==> src/rtl/alu_pkg.sv <==
// Shared encodings and helpers for the MOV/EQ/NE operand unit.
package alu_pkg;

    // Operation codes; OP_RSV executes as a move.
    typedef enum logic [1:0] {
        OP_MOV = 2'b00,
        OP_EQ  = 2'b01,
        OP_NE  = 2'b10,
        OP_RSV = 2'b11
    } op_e;

    typedef enum logic [1:0] {
        ST_IDLE = 2'b00,
        ST_RUN  = 2'b01,
        ST_DONE = 2'b10
    } state_e;

    // ceil(log2(n)), never less than 1 so a one-chunk counter still has a bit.
    function automatic int unsigned clog2_min1(input int unsigned n);
        int unsigned r;
        r = 0;
        for (int unsigned i = 0; i < 32; i++) begin
            if ((64'd1 << i) < 64'(n)) r = i + 1;
        end
        return (r == 0) ? 1 : r;
    endfunction

endpackage

==> src/rtl/alu_eqmov_seq_if.sv <==
// Request/response bundle between the register-read stage and the operand unit.
interface alu_eqmov_seq_if
    import alu_pkg::*;
#(
    parameter int unsigned WIDTH = 32
);
    logic             in_valid;
    logic             in_ready;
    op_e              op;
    logic [WIDTH-1:0] a;
    logic [WIDTH-1:0] b;
    logic             out_valid;
    logic             out_ready;
    logic [WIDTH-1:0] s;
    logic             eq;
    logic             busy;

    modport master (
        output in_valid, op, a, b, out_ready,
        input  in_ready, out_valid, s, eq, busy
    );

    modport slave (
        input  in_valid, op, a, b, out_ready,
        output in_ready, out_valid, s, eq, busy
    );
endinterface

==> src/rtl/chunk_sel_eq.sv <==
// Picks chunk idx out of both operands and reports whether the slices match.
module chunk_sel_eq
    import alu_pkg::*;
#(
    parameter int unsigned WIDTH  = 32,
    parameter int unsigned CHUNK  = 8,
    localparam int unsigned NCHUNK = WIDTH / CHUNK,
    localparam int unsigned IDXW   = clog2_min1(NCHUNK)
) (
    input  logic [WIDTH-1:0] a,
    input  logic [WIDTH-1:0] b,
    input  logic [IDXW-1:0]  idx,
    output logic             match
);
    // Padded to a power of two so idx selects without a width mismatch.
    logic [(2**IDXW)-1:0] hit;

    for (genvar i = 0; i < 2**IDXW; i++) begin : g_chunk
        if (i < NCHUNK) begin : g_real
            assign hit[i] = (a[i*CHUNK +: CHUNK] == b[i*CHUNK +: CHUNK]);
        end else begin : g_pad
            assign hit[i] = 1'b0;
        end
    end

    assign match = hit[idx];
endmodule

==> src/rtl/alu_eqmov_seq.sv <==
// Operand unit: registered move of A, or chunked multi-cycle EQ/NE with early exit.
module alu_eqmov_seq
    import alu_pkg::*;
#(
    parameter int unsigned WIDTH = 32,
    parameter int unsigned CHUNK = 8
) (
    input logic            clk,
    input logic            rst,
    alu_eqmov_seq_if.slave bus
);
    localparam int unsigned NCHUNK = WIDTH / CHUNK;
    localparam int unsigned IDXW   = clog2_min1(NCHUNK);
    localparam logic [IDXW-1:0] LAST_IDX = IDXW'(NCHUNK - 1);

    state_e           state_q, state_d;
    logic [IDXW-1:0]  idx_q, idx_d;
    logic [WIDTH-1:0] a_q, a_d, b_q, b_d, s_q, s_d;
    op_e              op_q, op_d;
    logic             eq_q, eq_d;
    logic             match;
    logic             in_ready;

    chunk_sel_eq #(
        .WIDTH (WIDTH),
        .CHUNK (CHUNK)
    ) u_chunk_sel_eq (
        .a     (a_q),
        .b     (b_q),
        .idx   (idx_q),
        .match (match)
    );

    assign in_ready      = (state_q == ST_IDLE) && !rst;
    assign bus.in_ready  = in_ready;
    assign bus.out_valid = (state_q == ST_DONE);
    assign bus.busy      = (state_q != ST_IDLE);
    assign bus.s         = s_q;
    assign bus.eq        = eq_q;

    // Next-state: capture on accept, walk chunks LSB first, hold result until taken.
    always_comb begin
        state_d = state_q;
        idx_d   = idx_q;
        a_d     = a_q;
        b_d     = b_q;
        op_d    = op_q;
        s_d     = s_q;
        eq_d    = eq_q;
        unique case (state_q)
            ST_IDLE: begin
                if (bus.in_valid && in_ready) begin
                    a_d  = bus.a;
                    b_d  = bus.b;
                    op_d = bus.op;
                    if (bus.op == OP_EQ || bus.op == OP_NE) begin
                        idx_d   = '0;
                        state_d = ST_RUN;
                    end else begin
                        s_d     = bus.a;
                        eq_d    = 1'b0;
                        state_d = ST_DONE;
                    end
                end
            end
            ST_RUN: begin
                if (!match || idx_q == LAST_IDX) begin
                    eq_d    = match;
                    s_d     = '0;
                    s_d[0]  = (op_q == OP_NE) ? ~match : match;
                    state_d = ST_DONE;
                end else begin
                    idx_d = idx_q + IDXW'(1);
                end
            end
            ST_DONE: begin
                if (bus.out_ready) state_d = ST_IDLE;
            end
            default: state_d = ST_IDLE;
        endcase
    end

    // State and datapath registers; reset aborts any request in flight.
    always_ff @(posedge clk or posedge rst) begin
        if (rst) begin
            state_q <= ST_IDLE;
            idx_q   <= '0;
            a_q     <= '0;
            b_q     <= '0;
            op_q    <= OP_MOV;
            s_q     <= '0;
            eq_q    <= 1'b0;
        end else begin
            state_q <= state_d;
            idx_q   <= idx_d;
            a_q     <= a_d;
            b_q     <= b_d;
            op_q    <= op_d;
            s_q     <= s_d;
            eq_q    <= eq_d;
        end
    end
endmodule
==> src/flat_wrapper.sv <==
// flat-port wrapper written by rule: the top's interface ports become plain ports
module alu_eqmov_seq_flat import alu_pkg::*;
#(
    parameter int unsigned WIDTH = 32,
    parameter int unsigned CHUNK = 8
)
  (clk, rst, bus_in_valid, bus_op, bus_a, bus_b, bus_out_ready, bus_in_ready, bus_out_valid, bus_s, bus_eq, bus_busy);
  alu_eqmov_seq_if #(.WIDTH(WIDTH)) bus_i ();
  input logic clk;
  input logic rst;
  input wire logic [$bits(bus_i.in_valid)-1:0] bus_in_valid;
  input wire logic [$bits(bus_i.op)-1:0] bus_op;
  input wire logic [$bits(bus_i.a)-1:0] bus_a;
  input wire logic [$bits(bus_i.b)-1:0] bus_b;
  input wire logic [$bits(bus_i.out_ready)-1:0] bus_out_ready;
  output wire logic [$bits(bus_i.in_ready)-1:0] bus_in_ready;
  output wire logic [$bits(bus_i.out_valid)-1:0] bus_out_valid;
  output wire logic [$bits(bus_i.s)-1:0] bus_s;
  output wire logic [$bits(bus_i.eq)-1:0] bus_eq;
  output wire logic [$bits(bus_i.busy)-1:0] bus_busy;
  assign bus_i.in_valid = bus_in_valid;
  assign bus_i.op = bus_op;
  assign bus_i.a = bus_a;
  assign bus_i.b = bus_b;
  assign bus_i.out_ready = bus_out_ready;
  assign bus_in_ready = bus_i.in_ready;
  assign bus_out_valid = bus_i.out_valid;
  assign bus_s = bus_i.s;
  assign bus_eq = bus_i.eq;
  assign bus_busy = bus_i.busy;
  alu_eqmov_seq #(.WIDTH(WIDTH), .CHUNK(CHUNK)) u_core (.clk(clk), .rst(rst), .bus(bus_i));
endmodule
==> config.mk <==
export PLATFORM = sky130hd
export DESIGN_NAME = alu_eqmov_seq_flat
export DESIGN_NICKNAME = d
export VERILOG_FILES = /design/src/rtl/alu_pkg.sv /design/src/rtl/alu_eqmov_seq_if.sv /design/src/rtl/chunk_sel_eq.sv /design/src/rtl/alu_eqmov_seq.sv /design/src/flat_wrapper.sv
export SDC_FILE = /design/constraint.sdc
export NUM_CORES = 1
export LEC_CHECK = 0
export ABC_CLOCK_PERIOD_IN_PS = 10500
export BUFFER_PORTS_ARGS = -buffer_cell sky130_fd_sc_hd__buf_2
export CAP_MARGIN = 10
export CORE_MARGIN = 3
export CORE_UTILIZATION = 30
export DETAILED_ROUTE_END_ITERATION = 6
export PLACE_DENSITY = 0.62
export SLEW_MARGIN = 20
export SYNTH_ARGS = -nofsm -noshare
export SYNTH_HDL_FRONTEND = slang
export SYNTH_SLANG_ARGS = --single-unit
==> constraint.sdc <==
create_clock -name clk -period 10.5 [get_ports clk]
set_input_delay 2.1 -clock clk [delete_from_list [all_inputs] [get_ports clk]]
set_output_delay 2.1 -clock clk [all_outputs]
set_load 0.01 [all_outputs]
==> impl_metrics.json <==
{
  "p_leak_uw": 0.00262,
  "async_reset_ff_share_pct": 100,
  "fin_crit_sh_pct": 44.5,
  "total_power_divided_by_cell_area_nw_per_um2": 284,
  "row_count": 44,
  "first_pass_grt_wire_length_um": 15600,
  "final.min_clock_period_ns": 4.67,
  "post_synth_and_or_nand_nor_area_fraction_pct": 6.28,
  "dpl.hpwl_um": 6740,
  "path_buf_inv": 2,
  "hold_viol_final": 0,
  "count_of_flip_flops_with_a_built_in_enable_after_synthesis": 0,
  "vias_per_cell": 4.49,
  "critical_path.max_stage_delay_ns": 0.18,
  "vdd_ir_drop_max_uv": 160,
  "synth.area.mux_share_pct": 23.1,
  "detailedRoute.firstIterationViolations": 100,
  "drv_cap": 0,
  "path_cells": "buf_2 -> nor3_1 -> buf_2",
  "worstReg2RegStart": "u_core.state_q[0]$_DFFE_PP0P_",
  "synthesis.yosys.warnings": 0,
  "ios": 106,
  "netlist-cell-type-count": 35,
  "initial_antenna_violation_count": 0,
  "cts-buffers-inserted": 9,
  "grt_max_degree": 69,
  "ant_nets": 0,
  "worst_path_max_delay_cell": "nor3_1",
  "drc": 0,
  "worst-endpoint-arrival_ns": 2.57,
  "max_clock_freq_mhz": 214,
  "fin_worst_skew_ns": 0.0117,
  "vias": 2902,
  "layout.nets": 529,
  "maximum_fanout_encountered_on_the_critical_timing_path": 2,
  "cts_tree": "built",
  "path_delay_family": "buffers and inverters",
  "placeableCoreArea_um2": 14700,
  "first_global_vias": 2988,
  "wirelength_um": 9710,
  "start_util_pct": 31.0,
  "yosys.area_share.adder_pct": 0.274,
  "fp.dieW_um": 129,
  "slew-limit-headroom_pct": 38.5,
  "area_fraction_in_compound_gates_after_synthesis_pct": 1.78,
  "groute.usage.overall_pct": 12.2,
  "drt-pass1-iter-count": 4,
  "syn-num-nets": 428,
  "cts_max_path_buffers": 2,
  "die_area_um2": 16700,
  "routed_wire_length_per_instance_um": 15.0,
  "grt.overflow.total": 0,
  "synthesized_instance_count": 357,
  "post_cts_resize_count": 0,
  "clockRootBuffer": "clkbuf_16",
  "synth_area_um2": 4560,
  "post-cts-setup-buffer-count": 0,
  "min_from": "u_core.bus.s[10]$_DFFE_PP0P_",
  "critPathMostFrequentCell": "buf_2",
  "wp_data_required_ns": 8.40,
  "startpoint_type": "input port",
  "largest_family_of_logic_cells_by_synthesized_area": "multiplexers",
  "fin_setup_tns_ns": 0,
  "clock_sink_count": 103,
  "avgSynthCellArea_um2": 12.8,
  "run_status": "complete, no violations",
  "yosys_most_used_dff": "dfrtp_1",
  "area_growth_from_synthesis_to_layout_pct": 20.4,
  "antenna_diode_count": 0,
  "place.gp.congestion": 0.711,
  "synth-xor-area-share_pct": 6.34,
  "clock_latency_ns": 0.34,
  "r2r_slack_ns": 7.58,
  "startpoint": "rst",
  "clock_tree.htree_level_count": 3,
  "number_of_hold_buffers_added_after_cts": 0,
  "tightest_slew_ns": 0.923,
  "slew_viol_final": 0,
  "floorplan.die.height_um": 129,
  "finalSetupViolations": 0,
  "sequential_cell_area_fraction_in_the_yosys_report_pct": 56.5,
  "place.port_buffers": 105,
  "rsz0062_at_grt": "no",
  "share_of_final_layout_standard_cells_stronger_than_drive_strength_1_pct": 41.9,
  "critPathKind": "input port to primary output",
  "critical_path.endpoint_type": "primary output",
  "clk_pin_slew_worst_paths_ns": 0.06,
  "ys_ff_latch": 103,
  "hold_ws_ns": 0.513,
  "hold_path.class": "register to register"
}
[layer usage]
| metal | track usage [%] | routed length [um] | part of all wire [%] | vias to the layer above |
|---|---|---|---|---|
| li1 | - | - | - | 1381 |
| met1 | 15.6 | 4430 | 46 | 1438 |
| met2 | 19.8 | 4670 | 48 | 75 |
| met3 | 4.12 | 517 | 5.3 | 8 |
| met4 | 3.15 | 93 | 0.96 | 0 |
| met5 | 0 | 0 | 0 | - |
[power by group]
group          leakage [uW]  switching [uW]  internal [uW]  total [uW]
sequential          0.00122             129            593         722
combinational       0.00126             242            277         519
clock              0.000136             144            175         320
[cell type report]
type                            count  area (um2)
Fill cell                        1438        9210
Sequential cell                   103        2580
Multi-Input combinational cell    203        1730
Timing Repair Buffer              106         533
Clock buffer                       13         260
Clock inverter                      3        25.0
Inverter                           35         134
Tap cell                          184         230
[worst paths after layout]
kind                                                     end  cells past startpoint
worst max-delay path                            bus_in_ready                      3
worst min-delay path            u_core.bus.s[10]$_DFFE_PP0P_                      2
worst min register to register  u_core.bus.s[10]$_DFFE_PP0P_                      2
min in group asynchronous       u_core.bus.s[25]$_DFFE_PP0P_                      2
worst max register to register  u_core.bus.s[26]$_DFFE_PP0P_                      6
max in group asynchronous         u_core.a_q[24]$_DFFE_PP0P_                      3
[through the flow]
step	setup slack, ns	area (um2)	utilization (%)	std cells	total power (uW)
after floorplan	5.70	4560	-	357	1090
after global placement	5.57	5200	35.4	631	1240
after detailed placement	5.47	5200	35.4	631	1260
after CTS	5.82	5490	37.3	647	1590
after global routing	5.73	5490	37.4	647	1680
final	5.83	5490	37.4	647	1560
[flip-flops by register name, indices dropped and copies added (netlist names)]
signal / cells
u_core.op_q: 2
u_core.state_q: 2
u_core.bus.s: 32
u_core.bus.eq: 1
u_core.idx_q: 2
u_core.a_q: 32
u_core.b_q: 32
[cells in the final DEF, fill, tap and decap left out, types with 2 or more instances in the layout]
master,netlist,layout
nand3_1,2,2
clkbuf_8,0,2
xor2_1,31,31
nor3_1,5,5
nor2_1,5,5
nand2_1,33,33
clkbuf_1,6,2
buf_2,3,105
and2_4,0,2
inv_1,35,34
a31oi_1,2,2
nor4_1,3,3
a21oi_1,4,4
xnor2_1,2,2
clkbuf_16,0,9
mux2i_1,31,31
nand4_1,2,2
mux2_2,66,66
dfrtp_1,103,103
[kinds of logic after synthesis]
kind of cell | after synthesis
buffers and inverters | 51
DFF | 103
and+or+nand+nor | 60
xor gates and xnor gates | 33
muxes | 97
AOI/OAI and AO/OA | 12
adders and majority gates | 1
[worst reg2reg max path: stages (launching register included)]
cell     delay (ns)
dfrtp_1        0.46
nor3_1         0.26
and2_4         0.78
a21oi_1        0.17
nor2_1         0.27
and2_4         0.62
mux2i_1        0.27
[synth_stat cells (all sizes together) (2+ instances only)]
library cell  number  share of area, %
dfrtp            103                57
mux2              66                16
inv               35               2.9
nand2             33               2.7
mux2i             31               6.8
xor2              31               6.0
buf               10               2.3
clkbuf             6              0.49
nor3               6              0.77
nor2               5              0.41
a21oi              4              0.44
nor4               4              0.69
a31oi              2              0.27
and2               2              0.27
nand3              2              0.22
nand4              2              0.27
xnor2              2              0.38
Power figures use the tool's default switching activity.
